[src/rtl/expr_pkg.sv]
// Shared definitions for the expression recogniser / evaluator pair.
//   CH_*     : ASCII codes of the accepted characters
//   state_t  : evaluator FSM states (2-bit encoding)
//   op_t     : pending operator applied to the next digit
package expr_pkg;

  localparam logic [7:0] CH_0   = 8'h30;
  localparam logic [7:0] CH_9   = 8'h39;
  localparam logic [7:0] CH_ADD = 8'h2B;
  localparam logic [7:0] CH_MUL = 8'h2A;
  localparam logic [7:0] CH_EQ  = 8'h3D;

  typedef enum logic [1:0] {
    ST_START = 2'd0,
    ST_NUM   = 2'd1,
    ST_OPR   = 2'd2,
    ST_ERR   = 2'd3
  } state_t;

  typedef enum logic {
    ADD = 1'b0,
    MUL = 1'b1
  } op_t;

endpackage

[src/rtl/expr_eval_if.sv]
// Character-stream / result bundle for expr_eval.
//   in, in_vld             : ASCII character and its valid strobe (master -> slave)
//   ok, val, res, done,
//   ovf, err               : evaluator status and results (slave -> master)
interface expr_eval_if #(
  parameter int unsigned W = 8
);
  logic [7:0]   in;
  logic         in_vld;
  logic         ok;
  logic [W-1:0] val;
  logic [W-1:0] res;
  logic         done;
  logic         ovf;
  logic         err;

  modport master (output in, in_vld, input  ok, val, res, done, ovf, err);
  modport slave  (input  in, in_vld, output ok, val, res, done, ovf, err);
endinterface

[src/rtl/expr_char_class.sv]
// Combinational ASCII classifier shared by the recogniser and the evaluator.
//   in     : ASCII character
//   is_dig : '0'..'9'      digit : numeric value when is_dig, else 0
//   is_op  : '+' or '*'    is_mul: '*'
//   is_eq  : '='
module expr_char_class
  import expr_pkg::*;
(
  input  logic [7:0] in,
  output logic       is_dig,
  output logic       is_op,
  output logic       is_mul,
  output logic       is_eq,
  output logic [3:0] digit
);
  always_comb begin
    is_dig = (in >= CH_0) && (in <= CH_9);
    is_mul = (in == CH_MUL);
    is_op  = is_mul || (in == CH_ADD);
    is_eq  = (in == CH_EQ);
    // low nibble of 0x30..0x39 is the digit value
    digit  = is_dig ? in[3:0] : '0;
  end
endmodule

[src/rtl/expr_eval.sv]
// Evaluates single-digit '+'/'*' expressions terminated by '=', with '*'
// binding tighter than '+'. All arithmetic is modulo 2^W.
//   clk : clock, rising edge        clr : asynchronous active-high reset
//   bus : expr_eval_if slave - in/in_vld in; ok/val/res/done/ovf/err out
module expr_eval
  import expr_pkg::*;
#(
  parameter int unsigned W = 8
) (
  input  logic       clk,
  input  logic       clr,
  expr_eval_if.slave bus
);
  logic         is_dig, is_op, is_mul, is_eq;
  logic [3:0]   digit;

  expr_char_class u_class (
    .in     (bus.in),
    .is_dig (is_dig),
    .is_op  (is_op),
    .is_mul (is_mul),
    .is_eq  (is_eq),
    .digit  (digit)
  );

  state_t       state_q;
  op_t          nxt_q;
  logic [W-1:0] sum_q, term_q, val_q, res_q;
  logic         ok_q, done_q, ovf_q, err_q;

  logic [W-1:0]   digit_w;
  logic [2*W-1:0] prod_d;
  logic [W-1:0]   term_d;
  logic           prod_ovf_d;
  logic [W:0]     sum_add_d;
  logic [W:0]     val_sum_d;

  // Candidate arithmetic results; the FSM decides which ones commit.
  always_comb begin
    digit_w    = W'(digit);
    prod_d     = (2*W)'(term_q) * (2*W)'(digit);
    prod_ovf_d = 1'b0;
    term_d     = digit_w;
    if (state_q == ST_OPR && nxt_q == MUL) begin
      term_d     = prod_d[W-1:0];
      prod_ovf_d = |prod_d[2*W-1:W];
    end
    sum_add_d = {1'b0, sum_q} + {1'b0, term_q};
    val_sum_d = {1'b0, sum_q} + {1'b0, term_d};
  end

  always_ff @(posedge clk or posedge clr) begin
    if (clr) begin
      state_q <= ST_START;
      nxt_q   <= ADD;
      sum_q   <= '0;
      term_q  <= '0;
      val_q   <= '0;
      res_q   <= '0;
      ok_q    <= 1'b0;
      done_q  <= 1'b0;
      ovf_q   <= 1'b0;
      err_q   <= 1'b0;
    end else begin
      done_q <= 1'b0;
      if (bus.in_vld) begin
        case (state_q)
          ST_START: begin
            if (is_dig) begin
              state_q <= ST_NUM;
              term_q  <= term_d;
              val_q   <= val_sum_d[W-1:0];
              ok_q    <= 1'b1;
              // first digit of a new expression discards the previous ovf
              ovf_q   <= val_sum_d[W];
            end else begin
              state_q <= ST_ERR;
              err_q   <= 1'b1;
              ok_q    <= 1'b0;
            end
          end
          ST_NUM: begin
            if (is_op) begin
              state_q <= ST_OPR;
              ok_q    <= 1'b0;
              if (is_mul) begin
                nxt_q <= MUL;
              end else begin
                nxt_q <= ADD;
                sum_q <= sum_add_d[W-1:0];
                ovf_q <= ovf_q | sum_add_d[W];
              end
            end else if (is_eq) begin
              state_q <= ST_START;
              res_q   <= val_q;
              done_q  <= 1'b1;
              ok_q    <= 1'b0;
              sum_q   <= '0;
              term_q  <= '0;
              nxt_q   <= ADD;
            end else begin
              state_q <= ST_ERR;
              err_q   <= 1'b1;
              ok_q    <= 1'b0;
            end
          end
          ST_OPR: begin
            if (is_dig) begin
              state_q <= ST_NUM;
              ok_q    <= 1'b1;
              term_q  <= term_d;
              val_q   <= val_sum_d[W-1:0];
              ovf_q   <= ovf_q | prod_ovf_d | val_sum_d[W];
            end else begin
              state_q <= ST_ERR;
              err_q   <= 1'b1;
              ok_q    <= 1'b0;
            end
          end
          ST_ERR: begin
            err_q <= 1'b1;
            ok_q  <= 1'b0;
          end
          default: begin
            state_q <= ST_ERR;
            err_q   <= 1'b1;
            ok_q    <= 1'b0;
          end
        endcase
      end
    end
  end

  assign bus.ok   = ok_q;
  assign bus.val  = val_q;
  assign bus.res  = res_q;
  assign bus.done = done_q;
  assign bus.ovf  = ovf_q;
  assign bus.err  = err_q;

endmodule
[src/flat_wrapper.sv]
// flat-port wrapper written by rule: the top's interface ports become plain ports
module expr_eval_flat import expr_pkg::*;
#(
  parameter int unsigned W = 8
)
  (clk, clr, bus_in, bus_in_vld, bus_ok, bus_val, bus_res, bus_done, bus_ovf, bus_err);
  expr_eval_if #(.W(W)) bus_i ();
  input  logic clk;
  input  logic clr;
  input wire logic [$bits(bus_i.in)-1:0] bus_in;
  input wire logic [$bits(bus_i.in_vld)-1:0] bus_in_vld;
  output wire logic [$bits(bus_i.ok)-1:0] bus_ok;
  output wire logic [$bits(bus_i.val)-1:0] bus_val;
  output wire logic [$bits(bus_i.res)-1:0] bus_res;
  output wire logic [$bits(bus_i.done)-1:0] bus_done;
  output wire logic [$bits(bus_i.ovf)-1:0] bus_ovf;
  output wire logic [$bits(bus_i.err)-1:0] bus_err;
  assign bus_i.in = bus_in;
  assign bus_i.in_vld = bus_in_vld;
  assign bus_ok = bus_i.ok;
  assign bus_val = bus_i.val;
  assign bus_res = bus_i.res;
  assign bus_done = bus_i.done;
  assign bus_ovf = bus_i.ovf;
  assign bus_err = bus_i.err;
  expr_eval #(.W(W)) u_core (.clk(clk), .clr(clr), .bus(bus_i));
endmodule
[config.mk]
export PLATFORM = sky130hd
export DESIGN_NAME = expr_eval_flat
export DESIGN_NICKNAME = d
export VERILOG_FILES = /design/src/rtl/expr_pkg.sv /design/src/rtl/expr_eval_if.sv /design/src/rtl/expr_char_class.sv /design/src/rtl/expr_eval.sv /design/src/flat_wrapper.sv
export SDC_FILE = /design/constraint.sdc
export NUM_CORES = 1
export LEC_CHECK = 0
export BUFFER_PORTS_ARGS = -buffer_cell sky130_fd_sc_hd__clkbuf_2
export CORE_ASPECT_RATIO = 2
export CORE_UTILIZATION = 45
export CTS_CLUSTER_SIZE = 20
export DETAILED_ROUTE_END_ITERATION = 8
export PLACE_DENSITY_LB_ADDON = 0.12
export RECOVER_POWER = 50
export SKIP_CTS_REPAIR_TIMING = 1
export SLEW_MARGIN = 10
export SYNTH_ARGS = -nofsm -noshare
export SYNTH_HDL_FRONTEND = slang
export SYNTH_SLANG_ARGS = --single-unit
[constraint.sdc]
create_clock -name clk -period 8.6 [get_ports clk]
set_input_delay 1.29 -clock clk [delete_from_list [all_inputs] [get_ports clk]]
set_output_delay 1.29 -clock clk [all_outputs]
set_load 0.02 [all_outputs]
==> results of run 1 <==
==> routing by layer <==
layer	global-route usage	up-vias
met5	0	-
met2	0.4074	48
met4	0.1404	0
met1	0.2250	1289
li1	-	1363
met3	0.02737	23
==> power by group <==
part           total [mW]  internal, mW  switching, mW
clock network       0.213         0.137         0.0764
registers           0.203         0.192         0.0114
logic              0.0729        0.0275         0.0455
total               0.490         0.356          0.133
==> state kept, by name, summed over array words and instances, names as in the netlist <==
name             flops
u_core.sum_q         8
u_core.state_q       2
u_core.term_q        8
u_core.bus.ok        1
u_core.bus.err       1
u_core.bus.ovf       1
u_core.bus.res       8
u_core.bus.val       8
u_core.nxt_q         1
u_core.bus.done      1
==> worst min-delay path, stage by stage, from the launching register on <==
cell and delay (ns):
dfrtp_1 0.34, nand2_1 0.05, nand2_1 0.05
==> Yosys cell counts, types with 4 or more instances <==
cell / instances
xnor2_1: 11
a21oi_1: 15
a21o_1: 8
ha_1: 36
dfrtp_1: 39
and3_1: 5
a21oi_2: 4
inv_1: 26
a22o_1: 7
nor2_1: 22
fa_1: 14
and2_1: 18
nor3_1: 6
mux2_2: 8
o21ai_0: 15
nand2_1: 65
xor2_1: 4
nand3_1: 6
buf_2: 6
==> layout make-up <==
class | count | share of cell area
sequential | 39 | 0.2580
timing repair buffer | 31 | 0.03771
tap | 92 | 0.03043
clock buffer | 5 | 0.03308
inverter | 28 | 0.02779
clock inverter | 3 | 0.01158
multi-input combinational | 299 | 0.6014
==> worst min path at each step <==
stage                             startpoint                       endpoint  cells after the start
2_1_floorplan       u_core.nxt_q$_DFFE_PP0P_       u_core.nxt_q$_DFFE_PP0P_                      2
3_3_place_gp      u_core.bus.err$_DFFE_PP0P_     u_core.bus.err$_DFFE_PP0P_                      1
3_5_place_dp      u_core.bus.err$_DFFE_PP0P_     u_core.bus.err$_DFFE_PP0P_                      1
4_1_cts           u_core.bus.err$_DFFE_PP0P_     u_core.bus.err$_DFFE_PP0P_                      1
5_1_grt           u_core.bus.err$_DFFE_PP0P_     u_core.bus.err$_DFFE_PP0P_                      1
6_report       u_core.bus.res[7]$_DFFE_PP0P_  u_core.bus.res[7]$_DFFE_PP0P_                      2
==> cells by family after synthesis <==
group	synth area share
buffers and inverters	0.05148
DFF	0.2848
adders and majority gates	0.2132
xor gates and xnor gates	0.03833
muxes	0.04819
AOI/OAI and AO/OA	0.1657
and+or+nand+nor	0.1983
==> impl_metrics.env, run 1 <==
export IMPL_outcome="finished with violations"
export IMPL_violations="max-capacitance violations, max-slew violations"
export IMPL_grt_usage=0.2207
export IMPL_post_dp_hpwl_microns=6578
export IMPL_grt_pass1_vias=2741
export IMPL_clk_pin_slew_ns=0.06
export IMPL_dp_cells=489
export IMPL_rows=44
export IMPL_reg2regPathDepth=16
export IMPL_end_kind="flip-flop"
export IMPL_final_setup_skew_ns=0.007454
export IMPL_nets=465
export IMPL_post_route_cell_area_sq_um=3782
export IMPL_start_util=0.4680
export IMPL_async_flop_share=1.000
export IMPL_slew_violations=40
export IMPL_r2r_end="u_core.bus.ovf$_DFFE_PP0P_"
export IMPL_rsz0062_at_grt="no"
export IMPL_p_leak_nw=1.941
export IMPL_yosys_most_used_dff="dfrtp_1"
export IMPL_num_io_pins=31
export IMPL_place_ws_ns=2.558
export IMPL_crit_family="simple AND/OR/NAND/NOR gates"
export IMPL_drc=0
export IMPL_hold_slack_ns=0.4717
export IMPL_yosys_area_top_type_share=0.2848
export IMPL_synthTopCellsByArea="dfrtp_1, ha_1, fa_1"
export IMPL_drv_cap=1
export IMPL_placed_area_sq_um=3628
export IMPL_gr_total_overflow=0
export IMPL_syn_avg_cell_area_sq_um=9.066
export IMPL_max_freq_mhz=173.1
export IMPL_required_ns=8.78
export IMPL_dieArea_sq_um=7990
export IMPL_fillers=712
export IMPL_place_gp_congestion=0.8927
export IMPL_fin_util=0.5166
export IMPL_core_region_area_sq_um=7322
export IMPL_crit_buf_inv=2
export IMPL_netlist_area_sq_um=3427
export IMPL_path_cells="clkbuf_2 > nor2_1 > and3_1 > nand2_1 > nor2_1 > nand2_1 > fa_1 > inv_1 > fa_1 > ha_1 > a211oi_2 > nor2_1 > nor3_1 > ha_1 > or2_2 > a21o_1 > a31o_1 > o21ai_1 > nand4_1 > o221a_1"
export IMPL_finalNonFillerCells=497
export IMPL_ant_nets=0
export IMPL_synth_cell_type_count=57
export IMPL_antenna_found_initial=0
export IMPL_grt_max_degree=40
export IMPL_crit_end="u_core.bus.ovf$_DFFE_PP0P_"
export IMPL_grt_pass1_wl_microns=13410
export IMPL_yosysTopAreaCell="dfrtp_1"
export IMPL_synthCells=378
export IMPL_cts_root_buf="clkbuf_16"
export IMPL_min_path_type="flip-flop to flip-flop"
export IMPL_wl_microns=8125
export IMPL_num_antenna_cells=0
export IMPL_cts_tree="done"
export IMPL_wl_met2_microns=4486
export IMPL_fin_ws_ns=2.823
export IMPL_vias=2723
export IMPL_regArea_sq_um=975.9
export IMPL_wire_per_inst_microns=16.35
export IMPL_finalSetupViolCount=0
export IMPL_multi_input_area_sq_um=2275
export IMPL_wl_met3_microns=144
export IMPL_setup_tns_ns=0
export IMPL_cts_sinks=39
export IMPL_p_per_area_nw_per_um2=129.4
export IMPL_relSlewSlack=-0.4645
export IMPL_top_layer="met4"
export IMPL_worstReg2RegStart="u_core.term_q[1]$_DFFE_PP0P_"
export IMPL_yosys_warnings=0
export IMPL_power_mw=0.4895
export IMPL_seq_area_frac_synth=0.2848
export IMPL_cp_start_kind="primary input"
export IMPL_arrival_ns=5.95
export IMPL_cpMostUsedCell="nor2_1"
export IMPL_final_common_cell="nand2_1"
export IMPL_numCtsBuffers=5
export IMPL_cp_depth=20
export IMPL_final_cell_mix="nand2_1, dfrtp_1, ha_1, inv_1, nor2_1"
export IMPL_drive_above_1_share=0.1358
export IMPL_wl_met1_microns=3041
export IMPL_vias_per_cell=5.479
export IMPL_drt_iter0_drc=104
export IMPL_h_tree_depth=2
export IMPL_synthesis_nets=439
export IMPL_synth_edf_count=0
export IMPL_path_max_fanout=8
export IMPL_reg2reg_slack_ns=4.18
export IMPL_worstSkewPairLatency_ns=0.29
export IMPL_die_h_microns=125.4
export IMPL_critPathMaxStageDelay_ns=0.53
export IMPL_vdd_drop_max_mv=0.1529
export IMPL_min_period_over_period=0.6717
export IMPL_tightest_slew_ns=2.197
export IMPL_startpoint="bus_in[7]"
export IMPL_die_x_microns=63.71
export IMPL_firstDrtPassIters=4
export IMPL_syn2layout_area_growth_pct=10.37
export IMPL_min_period_ns=5.777
export IMPL_critical_path_slowest_cell="fa_1"
export IMPL_final_hold_viol_count=0
export IMPL_crit_type="primary input to flip-flop"
export IMPL_ys_ff_latch=39
export IMPL_clock_path_buffers=2
export IMPL_port_buffers=30
Note: power is estimated with default switching activity, not from simulation.
==> inputs of run 2 (changes only) <==
- clock period: 8.6 -> 5.93 ns (I/O delays scaled with it)
==> run 2 against run 1 <==
The flow still finishes with violations (max-capacitance violations, max-slew violations). Highest routed layer unchanged. Hold slack worse by 0.0029 ns. Largest cell class unchanged. Flip-flop and latch count unchanged. Clock power up 46%. Combinational power up 48%. Global-route usage up 1.4 points. Clock skew down 0.0022 ns.
==> impl_metrics.env, run 2 (synthesis results as in run 1) <==
export IMPL_outcome="finished with violations"
export IMPL_violations="max-capacitance violations, max-slew violations"
export IMPL_post_dp_hpwl_microns=6693
export IMPL_grt_pass1_wl_microns=14190
export IMPL_slew_violations=40
export IMPL_start_util=0.4680
export IMPL_worstSkewPairLatency_ns=0.29
export IMPL_port_buffers=30
export IMPL_core_region_area_sq_um=7322
export IMPL_hold_slack_ns=0.4688
export IMPL_required_ns=6.10
export IMPL_vias=2731
export IMPL_cts_root_buf="clkbuf_16"
export IMPL_die_h_microns=125.4
export IMPL_cp_start_kind="primary input"
export IMPL_p_clk_frac=0.435
export IMPL_gr_total_overflow=0
export IMPL_syn2layout_area_growth_pct=10.55
export IMPL_cts_tree="done"
export IMPL_grt_pass1_vias=2901
export IMPL_drc=0
export IMPL_path_max_fanout=9
export IMPL_max_freq_mhz=188.4
export IMPL_dieArea_sq_um=7990
export IMPL_min_period_over_period=0.8953
export IMPL_final_cell_mix="nand2_1, dfrtp_1, ha_1, inv_1, nor2_1"
export IMPL_place_ws_ns=0.3000
export IMPL_nets=466
export IMPL_final_hold_viol_count=0
export IMPL_min_path_type="flip-flop to flip-flop"
export IMPL_pwr_share_comb=0.151
export IMPL_tightest_slew_ns=2.152
export IMPL_placed_area_sq_um=3636
export IMPL_cts_sinks=39
export IMPL_power_mw=0.7151
export IMPL_die_x_microns=63.71
export IMPL_drive_above_1_share=0.1355
export IMPL_min_period_ns=5.309
export IMPL_place_gp_congestion=0.8939
export IMPL_setup_tns_ns=0
export IMPL_num_antenna_cells=0
export IMPL_clock_path_buffers=2
export IMPL_pwr_share_seq=0.414
export IMPL_wl_microns=8245
export IMPL_crit_type="primary input to flip-flop"
export IMPL_end_kind="flip-flop"
export IMPL_grt_max_degree=40
export IMPL_grt_usage=0.2347
export IMPL_vdd_drop_max_mv=0.2415
export IMPL_final_setup_skew_ns=0.005261
export IMPL_antenna_found_initial=0
export IMPL_arrival_ns=5.48
export IMPL_wire_per_inst_microns=16.56
export IMPL_p_int_mw=0.5169
export IMPL_clk_pin_slew_ns=0.06
export IMPL_fin_ws_ns=0.6211
export IMPL_h_tree_depth=2
export IMPL_rsz0062_at_grt="no"
export IMPL_drv_cap=1
export IMPL_num_io_pins=31
export IMPL_finalSetupViolCount=0
export IMPL_numCtsBuffers=5
export IMPL_drt_iter0_drc=76
export IMPL_final_common_cell="nand2_1"
export IMPL_post_route_cell_area_sq_um=3789
export IMPL_rows=44
export IMPL_p_leak_nw=1.943
export IMPL_relSlewSlack=-0.4349
export IMPL_p_per_area_nw_per_um2=188.8
export IMPL_firstDrtPassIters=4
export IMPL_vias_per_cell=5.484
export IMPL_ant_nets=0
export IMPL_switching_share=0.2772
export IMPL_p_sw_mw=0.1982
==> run 2: power by group through the flow <==
stage | clock network, mW | logic, mW | registers [mW]
after floorplan | 0 | 0.0813 | 0.299
after global placement | 0 | 0.107 | 0.300
after detailed placement | 0 | 0.108 | 0.300
after CTS | 0.319 | 0.110 | 0.296
after global routing | 0.327 | 0.123 | 0.297
final | 0.311 | 0.108 | 0.296
==> run 2: area by class of cell <==
cell class	count	area [sq um]
multi-input cells	299	2275
clock buffers	5	125.1
inverters	28	105.1
flip-flops and latches	39	975.9
repair buffers	32	148.9
fillers	733	3533
clock inverters	3	43.79
well taps	92	115.1
==> run 2: path summary, 6_finish.rpt <==
path,startpoint,end,slack [ns],depth (start not counted)
max,bus_in[7],u_core.bus.ovf$_DFFE_PP0P_,0.62,19
min,u_core.bus.res[4]$_DFFE_PP0P_,u_core.bus.res[4]$_DFFE_PP0P_,0.47,2
max reg2reg,u_core.term_q[1]$_DFFE_PP0P_,u_core.bus.ovf$_DFFE_PP0P_,1.55,16
min reg2reg,u_core.bus.res[4]$_DFFE_PP0P_,u_core.bus.res[4]$_DFFE_PP0P_,0.47,2
max in group asynchronous,clr,u_core.sum_q[3]$_DFFE_PP0P_,3.33,3
min in group asynchronous,clr,u_core.bus.val[0]$_DFFE_PP0P_,1.36,3
==> run 2: metrics by stage <==
step	util	instances
2_1_floorplan	-	378
3_3_place_gp	0.4966	490
3_5_place_dp	0.4966	490
4_1_cts	0.5197	498
5_1_grt	0.5174	498
6_report	0.5174	498
==> run 2: critical path, stage by stage <==
cell,delay [ns]
clkbuf_2,0.08
nor2_1,0.11
and3_1,0.32
and3b_1,0.37
nand2_1,0.12
fa_1,0.54
inv_1,0.06
fa_1,0.53
ha_1,0.36
a211oi_2,0.22
nor2_1,0.11
nor3_1,0.29
ha_1,0.32
or2_2,0.30
a21o_1,0.18
a31o_1,0.22
o21ai_1,0.12
nand4_1,0.10
o221a_1,0.24
==> run 2: routing by layer <==
| metal | wire length [microns] | GRT usage | up-vias |
|---|---|---|---|
| met1 | 3028 | 0.2439 | 1312 |
| met3 | 152 | 0.02464 | 14 |
| li1 | - | - | 1359 |
| met5 | 0 | 0 | - |
| met2 | 4785 | 0.4506 | 46 |
| met4 | 278 | 0.1083 | 0 |
